==> config.mk <==
export PLATFORM = sky130hd
export DESIGN_NAME = fifo_sync_arb
export DESIGN_NICKNAME = d
export VERILOG_FILES = /design/src/rtl/fifo_sync_arb.sv
export SDC_FILE = /design/constraint.sdc
export NUM_CORES = 1
export LEC_CHECK = 0
export ABC_AREA = 1
export CORE_ASPECT_RATIO = 0.75
export CORE_UTILIZATION = 40
export CTS_CLUSTER_SIZE = 25
export DETAILED_ROUTE_END_ITERATION = 8
export DONT_BUFFER_PORTS = 1
export MAX_ROUTING_LAYER = met4
export SLEW_MARGIN = 20
export SYNTH_ARGS = -nofsm -noshare
export SYNTH_HDL_FRONTEND = slang
export SYNTH_SLANG_ARGS = --single-unit
export TNS_END_PERCENT = 100
==> constraint.sdc <==
create_clock -name clk -period 4.8 [get_ports clk]
set_input_delay 1.44 -clock clk [delete_from_list [all_inputs] [get_ports clk]]
set_output_delay 1.44 -clock clk [all_outputs]
set_load 0.1 [all_outputs]
==> src/rtl/fifo_sync_arb.sv <==
// ----------------------------------------------------------------------------
// fifo_sync_arb : round-robin producer arbiter, read scheduler and flush
//                 sequencer in front of a shared fifo_sync instance.
// Rev 1.0
// ----------------------------------------------------------------------------
`default_nettype none

module fifo_sync_arb #(
  parameter int NREQ  = 4,
  parameter int DW    = 8,
  parameter int DEPTH = 16,
  parameter int CNTW  = $clog2(DEPTH + 1)
) (
  input  logic              clk,
  input  logic              rst,
  input  logic [NREQ-1:0]    req_valid,
  input  logic [NREQ*DW-1:0] req_data,
  output logic [NREQ-1:0]    req_ready,
  input  logic              rd_req,
  output logic              rd_ack,
  input  logic              flush,
  output logic              flush_done,
  output logic              fifo_en,
  output logic [DW-1:0]     fifo_data_i,
  output logic              fifo_read,
  output logic [CNTW-1:0]   count,
  output logic              full,
  output logic              empty
);

  localparam int PW = (NREQ > 1) ? $clog2(NREQ) : 1;

  typedef enum logic [0:0] {
    ST_RUN   = 1'b0,
    ST_FLUSH = 1'b1
  } state_t;

  state_t          state_q, state_d;
  logic [PW-1:0]   ptr_q, ptr_d;
  logic [CNTW-1:0] count_q, count_d;
  logic            fifo_en_q, fifo_en_d;
  logic [DW-1:0]   fifo_data_q, fifo_data_d;
  logic            fifo_read_q, fifo_read_d;
  logic            flush_done_q, flush_done_d;

  logic [NREQ-1:0] grant;
  logic [PW-1:0]   grant_idx;
  logic [PW-1:0]   cand;
  logic [DW-1:0]   grant_data;
  logic            wr_ok, wr_fire, rd_fire, run;

  assign run   = !rst && (state_q == ST_RUN);
  // A same-cycle read never makes room for a write; only the registered count matters.
  assign wr_ok = (count_q < CNTW'(DEPTH));

  // Scan from the farthest candidate back to ptr+1 so the nearest valid one wins.
  always_comb begin
    grant     = '0;
    grant_idx = ptr_q;
    cand      = '0;
    if (run && wr_ok) begin
      for (int k = NREQ; k >= 1; k--) begin
        cand = PW'((int'(ptr_q) + k) % NREQ);
        if (req_valid[cand]) begin
          grant       = '0;
          grant[cand] = 1'b1;
          grant_idx   = cand;
        end
      end
    end
  end

  always_comb begin
    grant_data = '0;
    for (int i = 0; i < NREQ; i++) begin
      if (grant[i]) grant_data = req_data[i*DW +: DW];
    end
  end

  assign req_ready = grant;
  assign wr_fire   = |grant;
  assign rd_ack    = run && rd_req && (count_q != '0);
  assign rd_fire   = rd_ack || (!rst && (state_q == ST_FLUSH) && (count_q != '0));

  always_comb begin
    count_d = count_q;
    if (wr_fire && !rd_fire)      count_d = count_q + CNTW'(1);
    else if (!wr_fire && rd_fire) count_d = count_q - CNTW'(1);

    state_d      = state_q;
    flush_done_d = 1'b0;
    case (state_q)
      ST_RUN:   if (flush) state_d = ST_FLUSH;
      ST_FLUSH: begin
        // Leave on the edge the count reaches zero (immediately if already empty).
        if (count_d == '0) begin
          state_d      = ST_RUN;
          flush_done_d = 1'b1;
        end
      end
      default:  state_d = ST_RUN;
    endcase

    ptr_d       = wr_fire ? grant_idx : ptr_q;
    fifo_en_d   = wr_fire;
    fifo_data_d = wr_fire ? grant_data : fifo_data_q;
    fifo_read_d = rd_fire;
  end

  always_ff @(posedge clk) begin
    if (rst) begin
      state_q      <= ST_RUN;
      ptr_q        <= PW'(NREQ - 1);
      count_q      <= '0;
      fifo_en_q    <= 1'b0;
      fifo_data_q  <= '0;
      fifo_read_q  <= 1'b0;
      flush_done_q <= 1'b0;
    end else begin
      state_q      <= state_d;
      ptr_q        <= ptr_d;
      count_q      <= count_d;
      fifo_en_q    <= fifo_en_d;
      fifo_data_q  <= fifo_data_d;
      fifo_read_q  <= fifo_read_d;
      flush_done_q <= flush_done_d;
    end
  end

  assign count       = count_q;
  assign full        = (count_q == CNTW'(DEPTH));
  assign empty       = (count_q == '0);
  assign fifo_en     = fifo_en_q;
  assign fifo_data_i = fifo_data_q;
  assign fifo_read   = fifo_read_q;
  assign flush_done  = flush_done_q;

endmodule

`default_nettype wire

**Yosys cells after proc, flatten, opt, wreduce, memory -nomap -nowiden**

Index checks and enable logic that the tools add are counted.

- Input port bits: 40
- Flip-flop bits (word level): 19
- Output and inout port bits: 23
- Word-level logic and storage cells: 82

- $lt $le $gt $ge: 9
- Equality and inequality tests: 1
- Bitwise operators: 1
- $add $sub $neg: 6
- Reduce and logical (&&, ||, !) cells: 23
- Mux-type cells: 35

Operators with widths:

| cell | number |
|---|---|
| 2-to-1 mux 8 bit | 4 |
| 2-to-1 mux 4 bit | 5 |
| logical AND 1 bit | 12 |
| less-than comparator 2 x 3 -> 1 bit (second input constant) | 4 |
| 2-to-1 mux 1 bit | 11 |
| logical NOT 5 bit | 2 |
| 2-to-1 mux 5 bit | 2 |
| binary-select mux 1 bit (select 2 bit) | 4 |
| demux 1 bit (select 2 bit) | 4 |
| greater-or-equal comparator 2 x 1 -> 1 bit (second input constant) | 4 |
| 2-to-1 mux 2 bit | 4 |
| adder 5 x 1 -> 5 bit (second input constant) | 1 |
| == test 5 bit (second input constant) | 1 |
| less-than comparator 5 bit (second input constant) | 1 |
| nonzero test 5 bit | 1 |
| subtractor 5 x 1 -> 5 bit (second input constant) | 1 |
| adder 2 x 1 -> 2 bit (second input constant) | 2 |
| adder 2 bit (second input constant) | 2 |
| nonzero test 4 bit | 1 |
| OR reduction 4 bit | 1 |
| logical NOT 1 bit | 3 |
| AND reduction 3 bit | 1 |
| case mux 1 bit (2 select lines) | 1 |
| OR reduction 2 bit | 1 |
| other kinds (2) | 2 |

**Logic depth before layout (Yosys ltp)**

Gate-level depths: netlist of the first run.

- Depth after elaboration: 18
- Gate-level depth with buffers: 23
- Mapped depth without buffers: 21

**Worst setup path before layout of the first run**

No wires, ideal clock.

- Kind: flip-flop to output port
- Start: reg count_q[0] (netlist: count[0])
- End: out rd_ack
- Path buffers: 0
- Required time: 3360 ps
- Setup slack: 254 ps
- Stages on the path, launching flop included: 8
- Arrival time: 3106 ps
- Cell sequence: dfxtp_1 inv_1 ha_1 nand2_1 nor2_1 inv_1 nand3_1 inv_1

- Cells in the longest elaborated chain, start to end: 2

RTL lines:

| element | line | RTL |
|---|---|---|
| from (decl) | 40 | `logic [CNTW-1:0] count_q, count_d;` |
| from (signal assigned) | 122 | `count_q <= count_d;` |
| nonzero test 5 bit | 82 | `assign rd_ack = run && rd_req && (count_q != '0);` |
| logical AND 1 bit | 82 |  |
| to (decl) | 20 | `output logic rd_ack,` |

No other way between the ends.

**Worst setup path after layout of the first run**

- Start: in req_valid[2]
- End: out req_ready[0]

- Cells in the longest elaborated chain, start to end: 7
- Elaborated cells on any way between the ends: 13
- Those cells by class: mux: 13

RTL lines:

| element | line | RTL |
|---|---|---|
| from (decl) | 16 | `input logic [NREQ-1:0] req_valid,` |
| binary-select mux 1 bit (select 2 bit) | 64 | `if (req_valid[cand]) begin` |
| 2-to-1 mux 1 bit (implied by the code) | 64 |  |
| 2-to-1 mux 4 bit (3 in a row) | 64 |  |
| 2-to-1 mux 4 bit (*) | 64 |  |
| 2-to-1 mux 4 bit (*) | 61 | `if (run && wr_ok) begin` |
| to (decl) | 18 | `output logic [NREQ-1:0] req_ready,` |

Every way passes the cells marked *; elsewhere a longest branch is shown, timed or not. The select of a mux whose other input is x is not followed.

==> results.json, run 1 <==
{
  "outcome": "finished, final reports clean",
  "die_w_um": 76.8,
  "cp_data_arrival_time_ns": 2.78,
  "ctsRootBufferMaster": "sky130_fd_sc_hd__clkbuf_8",
  "clock_insertion_delay_worst_skew_ns": 0.26,
  "syn_area_per_cell_um2": 6.66,
  "drtIter0Drc": 64,
  "cts_hold_buffers": 0,
  "die-height_um": 58.1,
  "avgRoutedWirePerCell_um": 12.4,
  "std_cell_rows": 19,
  "max-cap-violations": 0,
  "yosys_warnings": 0,
  "cts_post_setup_buffers_inserted": 0,
  "design.die.area_mm2": 0.00446,
  "worst_hold_path.endpoint": "flush_done",
  "hold_violations": 0,
  "num_vias": 1592,
  "flow.area_growth_from_synthesis_pct": 9.99,
  "rr_worst_depth": 15,
  "wire_length_of_the_first_global_routing_pass_mm": 6.71,
  "numCtsBuffers": 3,
  "fraction_of_the_mapped_netlist_area_in_compound_gates_pct": 10.5,
  "post_synth_num_cell_types": 27,
  "simple_gate_fraction_of_synth_area_pct": 47.5,
  "vias_in_the_first_global_route": 1468,
  "syn_inst": 252,
  "synthXorXnorAreaFrac_pct": 2.61,
  "route.final.wire_length_mm": 3.91,
  "cell_count_of_the_worst_hold_path": 2,
  "cts_buffer_depth": 2,
  "tightestPinTransition_ns": 0.979,
  "finalWorstPathRequiredPeriod_ns": 4.22,
  "crit_start_category": "primary input",
  "num_antenna_cells": 0,
  "final_min_period_over_clock_period_pct": 87.9,
  "worstHoldPathType": "flip-flop to flip-flop",
  "rsz_0062_raised_after_global_routing": "no",
  "fin_setup_tns_ns": 0,
  "fmax_ghz": 0.237,
  "ys_seq_area_share_pct": 22.7,
  "remaining_drc_errors": 0,
  "synth.ff_latch_count": 19,
  "synthMuxAreaShare_pct": 0,
  "grt_max_degree": 20,
  "cts.clk_slew.worst_paths_ns": 0.07,
  "critical_path.max_fanout": 5,
  "buffer_ports.inserted": 0,
  "holdCritStartpoint": "state_q",
  "place.detailed.hpwl_mm": 3.02,
  "main_combinational_cell_family_by_area_after_synthesis": "simple AND/OR/NAND/NOR gates",
  "clock_sink_count": 19,
  "timing.rr.start": "ptr_q[0]",
  "hold-worst-slack_ns": 0.482,
  "maxSlewHeadroom_pct": 34.6,
  "crit_type": "primary input to output pin",
  "worst_r2r_endpoint": "fifo_data_i[3]",
  "stdcell_count": 315,
  "fin_skew_ns": 0.00112,
  "h-tree-depth": 1,
  "initial_utilization_pct": 43.9,
  "synth.cell_area_mm2": 0.00168,
  "timing.reg2reg.setup_slack_ns": 1.38,
  "finalMaxSlewViolations": 0,
  "drt_first_pass_iters": 4,
  "antenna_violations_before_repair": 0,
  "detail-route-antenna-nets": 0,
  "finalWeightedCongestion": 0.846,
  "overflow": 0,
  "fin_nets": 314,
  "dp_cell_count": 311,
  "core_region_area_mm2": 0.00383,
  "setup_viol": 0,
  "floorplan.io_pins": 63,
  "cts.repair.resized": 0,
  "required_ns": 3.36,
  "endpoint_kind": "output pin",
  "fin_util_pct": 48.3,
  "fraction_of_layout_instances_using_a_drive_strength_above_1_pct": 18.6,
  "cts_tree": "yes",
  "track_usage_pct": 19.6,
  "synth_fa_ha_area_share_pct": 7.45,
  "avg_vias_per_cell": 5.05,
  "syn_nets": 302
}
-- placed cells by master, fill, tap and decap left out --
master | synthesis | layout
sky130_fd_sc_hd__nand2_1 | 75 | 75
sky130_fd_sc_hd__nand3_1 | 37 | 37
sky130_fd_sc_hd__inv_1 | 23 | 23
sky130_fd_sc_hd__dfxtp_1 | 19 | 19
sky130_fd_sc_hd__nor2_1 | 16 | 14
sky130_fd_sc_hd__buf_4 | 1 | 12
sky130_fd_sc_hd__ha_1 | 10 | 10
sky130_fd_sc_hd__o211ai_1 | 9 | 9
sky130_fd_sc_hd__nand2_2 | 8 | 8
sky130_fd_sc_hd__a31oi_1 | 8 | 8
sky130_fd_sc_hd__nand2_4 | 7 | 7
sky130_fd_sc_hd__nand3_2 | 6 | 6
sky130_fd_sc_hd__a21oi_1 | 6 | 6
sky130_fd_sc_hd__xor2_1 | 5 | 5
sky130_fd_sc_hd__nor2_2 | 2 | 4
sky130_fd_sc_hd__o21ai_0 | 4 | 4
sky130_fd_sc_hd__clkbuf_8 | 0 | 3
sky130_fd_sc_hd__inv_6 | 2 | 2
sky130_fd_sc_hd__inv_2 | 2 | 2
sky130_fd_sc_hd__nor2_8 | 2 | 2
sky130_fd_sc_hd__clkinv_1 | 2 | 2
sky130_fd_sc_hd__a21oi_2 | 1 | 1
sky130_fd_sc_hd__nand3_4 | 1 | 1
sky130_fd_sc_hd__nor3_1 | 1 | 1
sky130_fd_sc_hd__or2_2 | 1 | 1
sky130_fd_sc_hd__clkbuf_1 | 1 | 1
-- layer usage --
metal	track usage [%]	vias to the layer above	share of wire, %
met5	-	-	0
met4	5.22	0	0.23
met3	4.57	2	6.4
met2	29.0	57	43
met1	26.7	690	50
li1	-	843	-
-- cell usage after synthesis --
master,n,area (µm²)
sky130_fd_sc_hd__nor2_1,16,60.1
sky130_fd_sc_hd__or2_2,1,6.26
sky130_fd_sc_hd__a21oi_2,1,8.76
sky130_fd_sc_hd__nor3_1,1,5.00
sky130_fd_sc_hd__buf_1,1,3.75
sky130_fd_sc_hd__ha_1,10,125
sky130_fd_sc_hd__dfxtp_1,19,380
sky130_fd_sc_hd__nor2_8,2,40.0
sky130_fd_sc_hd__inv_1,23,86.3
sky130_fd_sc_hd__inv_2,2,7.51
sky130_fd_sc_hd__nand2_1,75,282
sky130_fd_sc_hd__a21oi_1,6,30.0
sky130_fd_sc_hd__nand2_4,7,78.8
sky130_fd_sc_hd__buf_6,2,22.5
sky130_fd_sc_hd__clkinv_1,2,7.51
sky130_fd_sc_hd__clkbuf_1,1,3.75
sky130_fd_sc_hd__buf_4,1,7.51
sky130_fd_sc_hd__nor2_2,2,12.5
sky130_fd_sc_hd__o21ai_0,4,20.0
sky130_fd_sc_hd__xor2_1,5,43.8
sky130_fd_sc_hd__o211ai_1,9,67.6
sky130_fd_sc_hd__nand2_2,8,50.1
sky130_fd_sc_hd__nand3_1,37,185
sky130_fd_sc_hd__nand3_2,6,60.1
sky130_fd_sc_hd__inv_6,2,17.5
sky130_fd_sc_hd__nand3_4,1,17.5
sky130_fd_sc_hd__a31oi_1,8,50.1
-- critical path, cell delays in order --
cell                       delay (ns)
sky130_fd_sc_hd__inv_1           0.07
sky130_fd_sc_hd__nand2_1         0.07
sky130_fd_sc_hd__nand3_2         0.12
sky130_fd_sc_hd__nand2_4         0.08
sky130_fd_sc_hd__nor2_8          0.14
sky130_fd_sc_hd__nand3_1         0.10
sky130_fd_sc_hd__nand2_2         0.11
sky130_fd_sc_hd__clkinv_1        0.65
-- area by class of cell --
cell class                      instances  area (µm²)
Clock buffer                            4        45.0
Fill cell                             388        1980
Inverter                               29         119
Multi-Input combinational cell        199        1150
Sequential cell                        19         380
Tap cell                               52        65.1
Timing Repair Buffer                   12        90.1
-- how the worst max path moves through the flow --
| stage | start | to | slack, ns | depth (start not counted) |
|---|---|---|---|---|
| after global routing | ptr_q[0] | req_ready[0] | 0.40 | 10 |
| after CTS | req_valid[2] | req_ready[0] | 0.58 | 8 |
| final | req_valid[2] | req_ready[0] | 0.58 | 8 |
| after detailed placement | req_valid[2] | req_ready[0] | 0.58 | 8 |
| after floorplan | count[0] | rd_ack | 0.25 | 7 |
| after global placement | req_valid[0] | req_ready[0] | 0.59 | 7 |
-- sequential cells by signal (all words and copies together), names as in the netlist --
signal       cells
fifo_data_i      8
count            5
ptr_q            2
fifo_en          1
fifo_read        1
flush_done       1
state_q          1
-- per-stage QoR --
stage	worst slack [ns]	instance area [µm²]
after floorplan	0.254	1680
after CTS	0.582	1850
final	0.580	1850
after detailed placement	0.584	1800
after global placement	0.593	1800
after global routing	0.403	1850
-- logic make-up after synthesis --
family / after synthesis
compound gates: 28
xor+xnor: 5
fa+ha+maj: 10
buf+inv: 34
flops: 19
simple gates: 156
Power of run 1 is left out: the tool's default activity adds up to more than one toggle a clock period on the data nets, which glitch-free logic cannot reach.
==> run 2: changes to the inputs <==
CORE_ASPECT_RATIO = unset   (was 0.75)
==> results.json, run 2 (synthesis gave the netlist of run 1 again) <==
{
  "dp_cell_count": 309,
  "remaining_drc_errors": 0,
  "max-cap-violations": 0,
  "finalWeightedCongestion": 0.857,
  "route.final.wire_length_mm": 3.80,
  "number_of_flip_flops_in_the_largest_register": 8,
  "maxSlewHeadroom_pct": 33.4,
  "floorplan.io_pins": 63,
  "finalMaxSlewViolations": 0,
  "drt_first_pass_iters": 4,
  "overflow": 0,
  "outcome": "finished, final reports clean",
  "dpl_worst_slack_ns": 0.577,
  "cts.clk_slew.worst_paths_ns": 0.06,
  "stdcell_count": 313,
  "h-tree-depth": 1,
  "fin_setup_tns_ns": 0,
  "rr_worst_depth": 15,
  "numCtsBuffers": 3,
  "avg_vias_per_cell": 5.10,
  "setup_viol": 0,
  "critical_path.max_fanout": 5,
  "final_common_cell": "sky130_fd_sc_hd__nand2_1",
  "drtIter0Drc": 44,
  "fin_skew_ns": 0.00995,
  "num_antenna_cells": 0,
  "detail-route-antenna-nets": 0,
  "flow.area_growth_from_synthesis_pct": 9.91,
  "std_cell_rows": 23,
  "multi_input_comb_area_mm2": 0.00115,
  "num-fill-cells": 428,
  "final_min_period_over_clock_period_pct": 87.8,
  "cell_count_of_the_worst_hold_path": 2,
  "initial_utilization_pct": 41.7,
  "avgRoutedWirePerCell_um": 12.1,
  "crit_start_category": "primary input",
  "clock_insertion_delay_worst_skew_ns": 0.26,
  "rsz_0062_raised_after_global_routing": "no",
  "setup_slack_ns": 0.584,
  "hold_violations": 0,
  "seqCellArea_um2": 380,
  "buffer_ports.inserted": 0,
  "cts_hold_buffers": 0,
  "crit_type": "primary input to output pin",
  "wl_met1_mm": 1.78,
  "num_vias": 1595,
  "fmax_ghz": 0.237,
  "core_region_area_mm2": 0.00403,
  "wire_length_of_the_first_global_routing_pass_mm": 6.23,
  "fraction_of_layout_instances_using_a_drive_strength_above_1_pct": 19.0,
  "required_ns": 3.36,
  "antenna_violations_before_repair": 0,
  "clock_sink_count": 19,
  "cts_buffer_depth": 2,
  "ctsRootBufferMaster": "sky130_fd_sc_hd__clkbuf_8",
  "grt_max_degree": 20,
  "met3RoutedLength_um": 275,
  "cts.repair.resized": 0,
  "fin_util_pct": 45.8,
  "tightestPinTransition_ns": 0.998,
  "mostFrequentLayoutCells": "75 x sky130_fd_sc_hd__nand2_1, 37 x sky130_fd_sc_hd__nand3_1, 23 x sky130_fd_sc_hd__inv_1, 19 x sky130_fd_sc_hd__dfxtp_1, 14 x sky130_fd_sc_hd__nor2_1",
  "die_w_um": 66.8,
  "finalWorstPathRequiredPeriod_ns": 4.22,
  "wl_met2_mm": 1.74,
  "endpoint_kind": "output pin",
  "cts_post_setup_buffers_inserted": 0,
  "cts_tree": "yes",
  "vias_in_the_first_global_route": 1423,
  "place.detailed.hpwl_mm": 3.01,
  "track_usage_pct": 18.9,
  "fin_nets": 314,
  "worstHoldPathType": "flip-flop to flip-flop",
  "cp_data_arrival_time_ns": 2.78,
  "design.die.area_mm2": 0.00446,
  "die-height_um": 66.8,
  "maxUsedRoutingLayer": "met3"
}
-- run 2: worst paths after layout --
| check | start | end | slack (ns) |
|---|---|---|---|
| min reg2reg | state_q | flush_done | 0.47 |
| max reg2reg | ptr_q[0] | fifo_data_i[7] | 1.35 |
| min | state_q | flush_done | 0.47 |
| max | req_valid[2] | req_ready[0] | 0.58 |
-- run 2: final cells by class --
| class | count | share of cell area, % |
|---|---|---|
| Clock buffer | 3 | 2.24 |
| Clock inverter | 1 | 0.271 |
| Inverter | 29 | 6.44 |
| Multi-Input combinational cell | 199 | 62.2 |
| Sequential cell | 19 | 20.6 |
| Tap cell | 50 | 3.39 |
| Timing Repair Buffer | 12 | 4.88 |
-- run 2: per-stage QoR --
stage	instance area [µm²]	hold WS, ns
after detailed placement	1800	0.467
after CTS	1850	0.478
final	1850	0.474
after global placement	1800	0.465
after floorplan	1680	0.444
after global routing	1850	0.522
-- run 2: routing by layer --
layer	vias up	track usage, %
met1	691	24.9
li1	842	-
met4	0	1.60
met3	0	4.45
met5	-	-
met2	62	30.3
-- run 2: critical path, cell delays in order --
cell	delay, ns
sky130_fd_sc_hd__inv_1	0.06
sky130_fd_sc_hd__nand2_1	0.06
sky130_fd_sc_hd__nand3_2	0.12
sky130_fd_sc_hd__nand2_4	0.09
sky130_fd_sc_hd__nor2_8	0.14
sky130_fd_sc_hd__nand3_1	0.10
sky130_fd_sc_hd__nand2_2	0.11
sky130_fd_sc_hd__clkinv_1	0.64
Power of run 2 is left out for the same reason.
